### src/rtl/tipi_speech_pkg.sv
`default_nettype none
// ============================================================================
// Module      : tipi_speech_pkg
// Description : Shared constants for the TIPI speech write buffer.
//               - SPCH_WR_ADDR / SPCH_RD_ADDR : TI bus decode addresses
//               - ST_TS/ST_BL/ST_BE/ST_OV     : bit positions in the status
//                 byte (bit 0 is the MSB of the TI data bus)
// Revision    : 1.0  initial release
// ============================================================================
package tipi_speech_pkg;

  localparam logic [15:0] SPCH_WR_ADDR = 16'h9400;
  localparam logic [15:0] SPCH_RD_ADDR = 16'h9000;

  localparam int ST_TS = 0;
  localparam int ST_BL = 1;
  localparam int ST_BE = 2;
  localparam int ST_OV = 3;

endpackage : tipi_speech_pkg
`default_nettype wire

### src/rtl/tipi_speech_fifo_sync_edge.sv
`default_nettype none
// ============================================================================
// Module      : sync_edge
// Description : Two-flop synchronizer for an asynchronous level, with a
//               registered single-cycle pulse on each rising edge of the
//               synchronized level.
// Ports       : clk      - destination clock
//               rst      - asynchronous active-high reset
//               i_async  - asynchronous input level
//               o_level  - synchronized level
//               o_rise   - one-cycle pulse, registered, on each rising edge
// Revision    : 1.0  initial release
// ============================================================================
module sync_edge
  import tipi_speech_pkg::*;
(
  input  logic clk,
  input  logic rst,
  input  logic i_async,
  output logic o_level,
  output logic o_rise
);

  logic r_s1;
  logic r_s2;
  logic r_s3;
  logic r_rise;

  always_ff @(posedge clk or posedge rst) begin
    if (rst) begin
      r_s1   <= 1'b0;
      r_s2   <= 1'b0;
      r_s3   <= 1'b0;
      r_rise <= 1'b0;
    end else begin
      r_s1   <= i_async;
      r_s2   <= r_s1;
      r_s3   <= r_s2;
      // Pulse is registered so the edge is visible one edge after the
      // synchronized level rises.
      r_rise <= r_s2 & ~r_s3;
    end
  end

  assign o_level = r_s2;
  assign o_rise  = r_rise;

endmodule : sync_edge
`default_nettype wire

### src/rtl/tipi_speech_fifo.sv
`default_nettype none
// ============================================================================
// Module      : tipi_speech_fifo
// Description : Speech-side write buffer for the TI expansion bus. TI byte
//               writes to >9400 are queued in a DEPTH-entry FIFO which the
//               RPi drains with a pop strobe. TI reads of >9000 return a
//               TMS5220-style status byte (TS, BL, BE, OV).
// Config      : TIPI_SPEECH_IRQ_EN - when defined, spch_irq raises on the
//               BL 0->1 transition and clears at the end of a status read;
//               otherwise spch_irq is tied low.
// Ports       : ti_ph3        - TI phase-3 clock (sole clock)
//               ti_reset      - asynchronous active-high reset
//               ti_a          - TI address, bit 0 MSB
//               ti_memen      - memory enable, active low
//               ti_we         - write strobe, active low
//               ti_dbin       - read strobe, active high
//               tp_d_in       - TI write data
//               spch_d_out    - status byte toward TI bus
//               spch_d_oe     - drive enable for spch_d_out
//               rpi_pop       - RPi pop request (async, rising edge pops)
//               rpi_talk      - RPi speaking flag (async)
//               fifo_head     - oldest entry, registered
//               fifo_count    - occupancy 0..DEPTH
//               fifo_empty    - occupancy is zero
//               spch_overflow - sticky, set when a write is dropped
//               spch_irq      - buffer-low interrupt request
// Revision    : 1.0  initial release
// ============================================================================
module tipi_speech_fifo
  import tipi_speech_pkg::*;
#(
  parameter int DEPTH     = 16,
  parameter int AW        = 4,
  parameter int BL_THRESH = 8
) (
  input  logic        ti_ph3,
  input  logic        ti_reset,
  input  logic [0:15] ti_a,
  input  logic        ti_memen,
  input  logic        ti_we,
  input  logic        ti_dbin,
  input  logic [0:7]  tp_d_in,
  output logic [0:7]  spch_d_out,
  output logic        spch_d_oe,
  input  logic        rpi_pop,
  input  logic        rpi_talk,
  output logic [0:7]  fifo_head,
  output logic [0:AW] fifo_count,
  output logic        fifo_empty,
  output logic        spch_overflow,
  output logic        spch_irq
);

  localparam logic [AW:0] c_full      = (AW+1)'(DEPTH);
  localparam logic [AW:0] c_bl_thresh = (AW+1)'(BL_THRESH);

  logic          r_we_q;
  logic [AW-1:0] r_wptr;
  logic [AW-1:0] r_rptr;
  logic [AW:0]   r_count;
  logic [0:7]    r_head;
  logic [0:7]    r_mem [DEPTH];
  logic          r_ovf;
  logic          r_rd_act;
  logic [0:7]    r_status;

  logic          w_push;
  logic          w_pop_req;
  logic          w_pop;
  logic          w_push_ok;
  logic          w_drop;
  logic          w_full;
  logic          w_empty;
  logic          w_bl;
  logic          w_talk;
  logic          w_rd_act;
  logic          w_rd_done;
  logic [AW-1:0] w_rptr_nxt;
  logic [0:7]    w_head_nxt;
  logic [0:7]    w_status_live;
  logic          w_pop_level;
  logic          w_talk_rise;
  logic          w_unused_sync;

  // --------------------------------------------------------------------------
  // RPi-side strobes
  // --------------------------------------------------------------------------
  sync_edge u_pop_sync (
    .clk     (ti_ph3),
    .rst     (ti_reset),
    .i_async (rpi_pop),
    .o_level (w_pop_level),
    .o_rise  (w_pop_req)
  );

  sync_edge u_talk_sync (
    .clk     (ti_ph3),
    .rst     (ti_reset),
    .i_async (rpi_talk),
    .o_level (w_talk),
    .o_rise  (w_talk_rise)
  );

  assign w_unused_sync = w_pop_level ^ w_talk_rise;

  // --------------------------------------------------------------------------
  // Push / pop qualification
  // --------------------------------------------------------------------------
  // Only the falling edge of ti_we pushes, so a long-held write and a write
  // already underway at reset release are both ignored after the first cycle.
  assign w_push  = r_we_q & ~ti_we & ~ti_memen & (ti_a == SPCH_WR_ADDR);
  assign w_full  = (r_count == c_full);
  assign w_empty = (r_count == '0);
  assign w_bl    = (r_count <= c_bl_thresh);

  assign w_pop     = w_pop_req & ~w_empty;
  // A pop in the same cycle frees a slot, so a push into a full FIFO lands.
  assign w_push_ok = w_push & (~w_full | w_pop);
  assign w_drop    = w_push & w_full & ~w_pop;

  always_comb begin
    w_rptr_nxt = r_rptr;
    if (w_pop) begin
      w_rptr_nxt = r_rptr + AW'(1);
    end
    // Bypass the incoming byte when it lands in the slot that becomes head.
    w_head_nxt = r_mem[w_rptr_nxt];
    if (w_push_ok && (r_wptr == w_rptr_nxt)) begin
      w_head_nxt = tp_d_in;
    end
  end

  // --------------------------------------------------------------------------
  // FIFO state
  // --------------------------------------------------------------------------
  always_ff @(posedge ti_ph3) begin
    if (w_push_ok) begin
      r_mem[r_wptr] <= tp_d_in;
    end
  end

  always_ff @(posedge ti_ph3 or posedge ti_reset) begin
    if (ti_reset) begin
      r_we_q  <= 1'b1;
      r_wptr  <= '0;
      r_rptr  <= '0;
      r_count <= '0;
      r_head  <= 8'h00;
    end else begin
      r_we_q <= ti_we;
      r_rptr <= w_rptr_nxt;
      r_head <= w_head_nxt;
      if (w_push_ok) begin
        r_wptr <= r_wptr + AW'(1);
      end
      if (w_push_ok && !w_pop) begin
        r_count <= r_count + (AW+1)'(1);
      end else if (w_pop && !w_push_ok) begin
        r_count <= r_count - (AW+1)'(1);
      end
    end
  end

  // --------------------------------------------------------------------------
  // Status read
  // --------------------------------------------------------------------------
  assign w_rd_act  = ~ti_memen & ti_dbin & (ti_a == SPCH_RD_ADDR);
  assign w_rd_done = r_rd_act & ~w_rd_act;

  always_comb begin
    w_status_live        = 8'h00;
    w_status_live[ST_TS] = w_talk;
    w_status_live[ST_BL] = w_bl;
    w_status_live[ST_BE] = w_empty;
    w_status_live[ST_OV] = r_ovf;
  end

  always_ff @(posedge ti_ph3 or posedge ti_reset) begin
    if (ti_reset) begin
      r_rd_act <= 1'b0;
      r_status <= 8'h00;
      r_ovf    <= 1'b0;
    end else begin
      r_rd_act <= w_rd_act;
      if (w_rd_act && !r_rd_act) begin
        r_status <= w_status_live;
      end
      // A drop coinciding with the read completion stays visible.
      if (w_drop) begin
        r_ovf <= 1'b1;
      end else if (w_rd_done) begin
        r_ovf <= 1'b0;
      end
    end
  end

  // First read cycle shows the live value; later cycles show the frozen copy.
  assign spch_d_out = r_rd_act ? r_status : w_status_live;
  assign spch_d_oe  = w_rd_act & ~ti_reset;

  // --------------------------------------------------------------------------
  // Buffer-low interrupt
  // --------------------------------------------------------------------------
`ifdef TIPI_SPEECH_IRQ_EN
  logic r_bl_q;
  logic r_irq;

  always_ff @(posedge ti_ph3 or posedge ti_reset) begin
    if (ti_reset) begin
      // Reset count is 0 (BL=1), so start high to avoid a spurious edge.
      r_bl_q <= 1'b1;
      r_irq  <= 1'b0;
    end else begin
      r_bl_q <= w_bl;
      if (w_bl && !r_bl_q) begin
        r_irq <= 1'b1;
      end else if (w_rd_done) begin
        r_irq <= 1'b0;
      end
    end
  end

  assign spch_irq = r_irq;
`else
  assign spch_irq = 1'b0;
`endif

  assign fifo_head     = r_head;
  assign fifo_count    = r_count;
  assign fifo_empty    = w_empty;
  assign spch_overflow = r_ovf;

endmodule : tipi_speech_fifo
`default_nettype wire

### config.mk
export PLATFORM = sky130hd
export DESIGN_NAME = tipi_speech_fifo
export DESIGN_NICKNAME = d
export VERILOG_FILES = /design/src/rtl/tipi_speech_pkg.sv /design/src/rtl/tipi_speech_fifo_sync_edge.sv /design/src/rtl/tipi_speech_fifo.sv
export SDC_FILE = /design/constraint.sdc
export NUM_CORES = 1
export LEC_CHECK = 0
export ABC_AREA = 1
export CAP_MARGIN = 20
export CORE_MARGIN = 2
export CORE_UTILIZATION = 55
export DETAILED_ROUTE_END_ITERATION = 7
export GPL_TIMING_DRIVEN = 1
export PLACE_DENSITY = 0.76
export SYNTH_ARGS = -nofsm -noshare
export SYNTH_HDL_FRONTEND = slang
export SYNTH_SLANG_ARGS = --single-unit
### constraint.sdc
create_clock -name ti_ph3 -period 2.7 [get_ports ti_ph3]
set_input_delay 0.675 -clock ti_ph3 [delete_from_list [all_inputs] [get_ports ti_ph3]]
set_output_delay 0.675 -clock ti_ph3 [all_outputs]
set_load 0.05 [all_outputs]
==> flow_results.xml <==
<?xml version="1.0" encoding="UTF-8"?>
<metrics>
  <group name="status">
    <metric name="run_status" unit="">complete, no violations</metric>
  </group>
  <group name="worst_setup_path">
    <metric name="worst_path_most_repeated_cell" unit="">sky130_fd_sc_hd__nor2_1</metric>
    <metric name="timing.critical_path.cells" unit="">clkdlybuf4s50_1 &gt; inv_1 &gt; nor3_2 &gt; nand4_1 &gt; inv_2 &gt; ha_4 &gt; inv_4 &gt; fa_2 &gt; a21oi_2 &gt; nor2_1 &gt; nor2_1 &gt; nand2_1 &gt; nand2_1 &gt; nor2_1 &gt; xor2_1</metric>
    <metric name="worstSetupEndpointType" unit="">register</metric>
    <metric name="cp_slowest_cell" unit="">sky130_fd_sc_hd__clkdlybuf4s50_1</metric>
    <metric name="timing.critical_path.slowest_cell_delay" unit="ns">0.48</metric>
    <metric name="crit_path_max_fanout" unit="">4</metric>
    <metric name="setup.worst_path.start_class" unit="">input pin</metric>
    <metric name="crit_buf_inv" unit="">4</metric>
    <metric name="cp_data_required_time" unit="ns">3.01</metric>
    <metric name="setup.worst_path.class" unit="">in -&gt; reg</metric>
    <metric name="crit_arrival" unit="ns">2.95</metric>
    <metric name="cp_top_delay_family" unit="">simple AND/OR/NAND/NOR gates</metric>
  </group>
  <group name="global_route">
    <metric name="grt_max_degree" unit="">67</metric>
    <metric name="grt_first_pass_wirelength" unit="um">28400</metric>
    <metric name="use_met3" unit="%">5.48</metric>
    <metric name="grt-busiest-layer" unit="">met2</metric>
    <metric name="antenna_violations_before_repair" unit="">0</metric>
    <metric name="vias_in_the_first_global_route" unit="">5442</metric>
    <metric name="grt_overflow" unit="">0</metric>
    <metric name="groute.layer.met1.usage" unit="%">33.4</metric>
    <metric name="groute.usage.overall" unit="%">25.8</metric>
    <metric name="grt_use_met2" unit="%">42.7</metric>
  </group>
  <group name="cts">
    <metric name="clock_insertion_delay_worst_skew" unit="ns">0.43</metric>
    <metric name="worst_setup_hold_path_clk_slew" unit="ns">0.06</metric>
    <metric name="tritoncts" unit="">yes</metric>
    <metric name="htreeDepth" unit="">4</metric>
    <metric name="clk_root_buffer_cell" unit="">sky130_fd_sc_hd__clkbuf_16</metric>
    <metric name="cts.sink_count" unit="">162</metric>
    <metric name="cts_buffers" unit="">17</metric>
    <metric name="clk_path_buf_depth" unit="">2</metric>
  </group>
  <group name="pwr">
    <metric name="p_total" unit="W">0.00849</metric>
    <metric name="worst_ir_drop_vdd" unit="mV">0.466</metric>
    <metric name="power.density_cell_area" unit="mW/mm2">921</metric>
    <metric name="leakage_power_total" unit="nW">4.01</metric>
  </group>
  <group name="timing">
    <metric name="report.final.setup_viol" unit="">0</metric>
    <metric name="grt_setup_unrepaired" unit="">true</metric>
    <metric name="timing.final.crit_period" unit="ns">2.64</metric>
    <metric name="final_critical_path_setup_slack" unit="ns">0.0624</metric>
    <metric name="finalHoldWorstSlack" unit="ns">0.354</metric>
    <metric name="worstMarginPinSlew" unit="ns">0.842</metric>
    <metric name="finClkSkew" unit="ns">0.00770</metric>
    <metric name="fin_crit_sh" unit="%">97.7</metric>
    <metric name="report.final.hold_viol_count" unit="">0</metric>
    <metric name="timing.final.max_slew_violations" unit="">0</metric>
    <metric name="slew_headroom" unit="%">43.6</metric>
    <metric name="timing.fmax" unit="MHz">379</metric>
  </group>
  <group name="placement">
    <metric name="pre_cts_ws" unit="ns">-0.519</metric>
    <metric name="port-buffer-count" unit="">50</metric>
    <metric name="routabilityCongestion" unit="">0.950</metric>
    <metric name="hpwlAfterDp" unit="um">11500</metric>
  </group>
  <group name="routing">
    <metric name="drtIter0Drc" unit="">667</metric>
    <metric name="total_wirelength_of_the_detailed_routed_design" unit="um">18000</metric>
    <metric name="dr_total_vias" unit="">5548</metric>
    <metric name="vias_per_cell" unit="">5.52</metric>
    <metric name="first_pass_iters" unit="">5</metric>
    <metric name="drc_errors" unit="">0</metric>
    <metric name="ant_nets" unit="">0</metric>
    <metric name="wl_per_cell" unit="um">18.0</metric>
  </group>
  <group name="worst_hold_path">
    <metric name="hold_path.class" unit="">reg -&gt; reg</metric>
  </group>
  <group name="cells_and_area">
    <metric name="final_layout_size_suffix_gt1_share" unit="%">14.6</metric>
    <metric name="layout-area-overhead-vs-synth" unit="%">21.3</metric>
    <metric name="fin_nets" unit="">857</metric>
    <metric name="antenna-diode-count" unit="">0</metric>
  </group>
  <group name="floorplanning">
    <metric name="chipHeight" unit="um">122</metric>
    <metric name="start_util" unit="%">57.0</metric>
    <metric name="top_level_ports" unit="">56</metric>
    <metric name="chipWidth" unit="um">122</metric>
    <metric name="row_count" unit="">42</metric>
    <metric name="dieArea" unit="mm2">0.0148</metric>
    <metric name="core-area" unit="mm2">0.0133</metric>
  </group>
  <group name="flow_run">
    <metric name="cap_violations" unit="">0</metric>
  </group>
  <group name="yosys">
    <metric name="synth.yosys.warnings" unit="">0</metric>
    <metric name="yosysTopAreaCellShare" unit="%">50.6</metric>
    <metric name="yosys-top-cells-area" unit="">sky130_fd_sc_hd__edfxtp_1 51%, sky130_fd_sc_hd__dfrtp_1 11%, sky130_fd_sc_hd__nand3_1 9.9%</metric>
    <metric name="synth_area_per_cell" unit="um2">10.3</metric>
    <metric name="post-synth-top-area-cell" unit="">sky130_fd_sc_hd__edfxtp_1</metric>
    <metric name="synth-seq-cells" unit="">162</metric>
    <metric name="mappedNetlistArea" unit="mm2">0.00760</metric>
    <metric name="portion_of_the_post_synthesis_area_used_by_sequential_elements" unit="%">61.8</metric>
    <metric name="synthDistinctLibCells" unit="">36</metric>
    <metric name="syn_inst" unit="">735</metric>
  </group>
</metrics>
[what timing repair did]
item                       CTS  global route
setup endpoints to repair    4             4
pin swaps                    1            14
setup buffers                0             3
hold buffers                 0             0
gates resized for setup      4            22
[registers in the layout, summed over array words and instances, names as in the netlist]
register and flops:
r_mem 128, fifo_head 8, fifo_count 5, r_rptr 4
r_status 4, r_wptr 4, r_rd_act 1, r_we_q 1
spch_overflow 1, u_pop_sync.o_level 1, u_pop_sync.o_rise 1, u_pop_sync.r_s1 1
u_pop_sync.r_s3 1, u_talk_sync.o_level 1, u_talk_sync.r_s1 1
[layout make-up]
class	instances	area, um2
multi-input combinational	414	2280
tap	176	220
sequential	162	4700
clock inverter	12	155
clock buffer	20	467
inverter	128	488
fill	953	4130
timing repair buffer	93	910
[kinds of logic (layout without fill, tap and decap cells)]
| kind of cell | Yosys count | count (layout) | share of synthesized area [%] |
|---|---|---|---|
| buffers and inverters | 163 | 253 | 9.20 |
| other | 1 | 5 | 0.0493 |
| and+or+nand+nor | 369 | 369 | 24.1 |
| DFF | 162 | 162 | 61.8 |
| AOI/OAI and AO/OA | 21 | 21 | 1.88 |
| adders and majority gates | 10 | 10 | 1.74 |
| xor gates and xnor gates | 9 | 9 | 1.23 |
[stage by stage]
step / TNS [ns] / util, % / cells / area, um2
finish: 0 / 69.1 / 1005 / 9220
global route: -0.134 / 69.1 / 1005 / 9220
CTS: -0.0254 / 68.4 / 1002 / 9120
detailed placement: -2.72 / 63.6 / 970 / 8490
global placement: -0.789 / 63.6 / 970 / 8490
floorplan: 0 / - / 739 / 7630
[placed cells by master (no fill, tap or decap), drive strengths merged]
cell type and count:
buf 46, xnor2 2, nor2 35, nor4 3, conb 5, o21ai 15, dlymetal6s2s 13, nand4 10
xor2 7, ha 9, and2 1, clkbuf 20, fa 1, inv 128, dfrtp 33, nand3 152
dlygate4sd2 1, o221ai 1, clkdlybuf4s50 33, clkinv 7, nor3 3, or2 1, nand3b 32, edfxtp 128
bufinv 3, clkinvlp 2, a21oi 5, dfstp 1, nand2 132
[where the power goes]
part / switching, W / internal [W] / total [W]
clock network: 0.000968 / 0.00153 / 0.00250
logic: 0.00206 / 0.000968 / 0.00303
registers: 0.000126 / 0.00284 / 0.00297
total: 0.00315 / 0.00534 / 0.00849
[path summary, 6_finish.rpt]
path	start	to	slack, ns	cells after the start
setup / recovery	ti_a[5]	fifo_count[0]	0.06	15
hold / removal	u_talk_sync.r_s1	u_talk_sync.o_level	0.35	0
setup reg to reg	fifo_count[3]	fifo_count[0]	0.16	16
hold reg to reg	u_talk_sync.r_s1	u_talk_sync.o_level	0.35	0
max in group asynchronous	ti_reset	r_we_q	1.47	3
min in group asynchronous	ti_reset	fifo_count[0]	0.65	2
[synth_stat cells (all sizes together)]
cell / number
conb: 1
nor2: 35
o221ai: 1
nand4: 10
nor3: 3
nand3b: 32
nand2: 132
clkinv: 1
or2: 1
o21ai: 15
dfrtp: 33
a21oi: 5
xor2: 7
and2: 1
buf: 35
nand3: 152
fa: 1
edfxtp: 128
dfstp: 1
inv: 127
nor4: 3
ha: 9
xnor2: 2
[metal layers]
metal / part of all wire [%] / routed length, um
met1: 41 / 7340
met2: 50 / 8970
met3: 7.6 / 1370
met4: 2.0 / 362
met5: 0 / 0
Power figures use the tool's default switching activity.
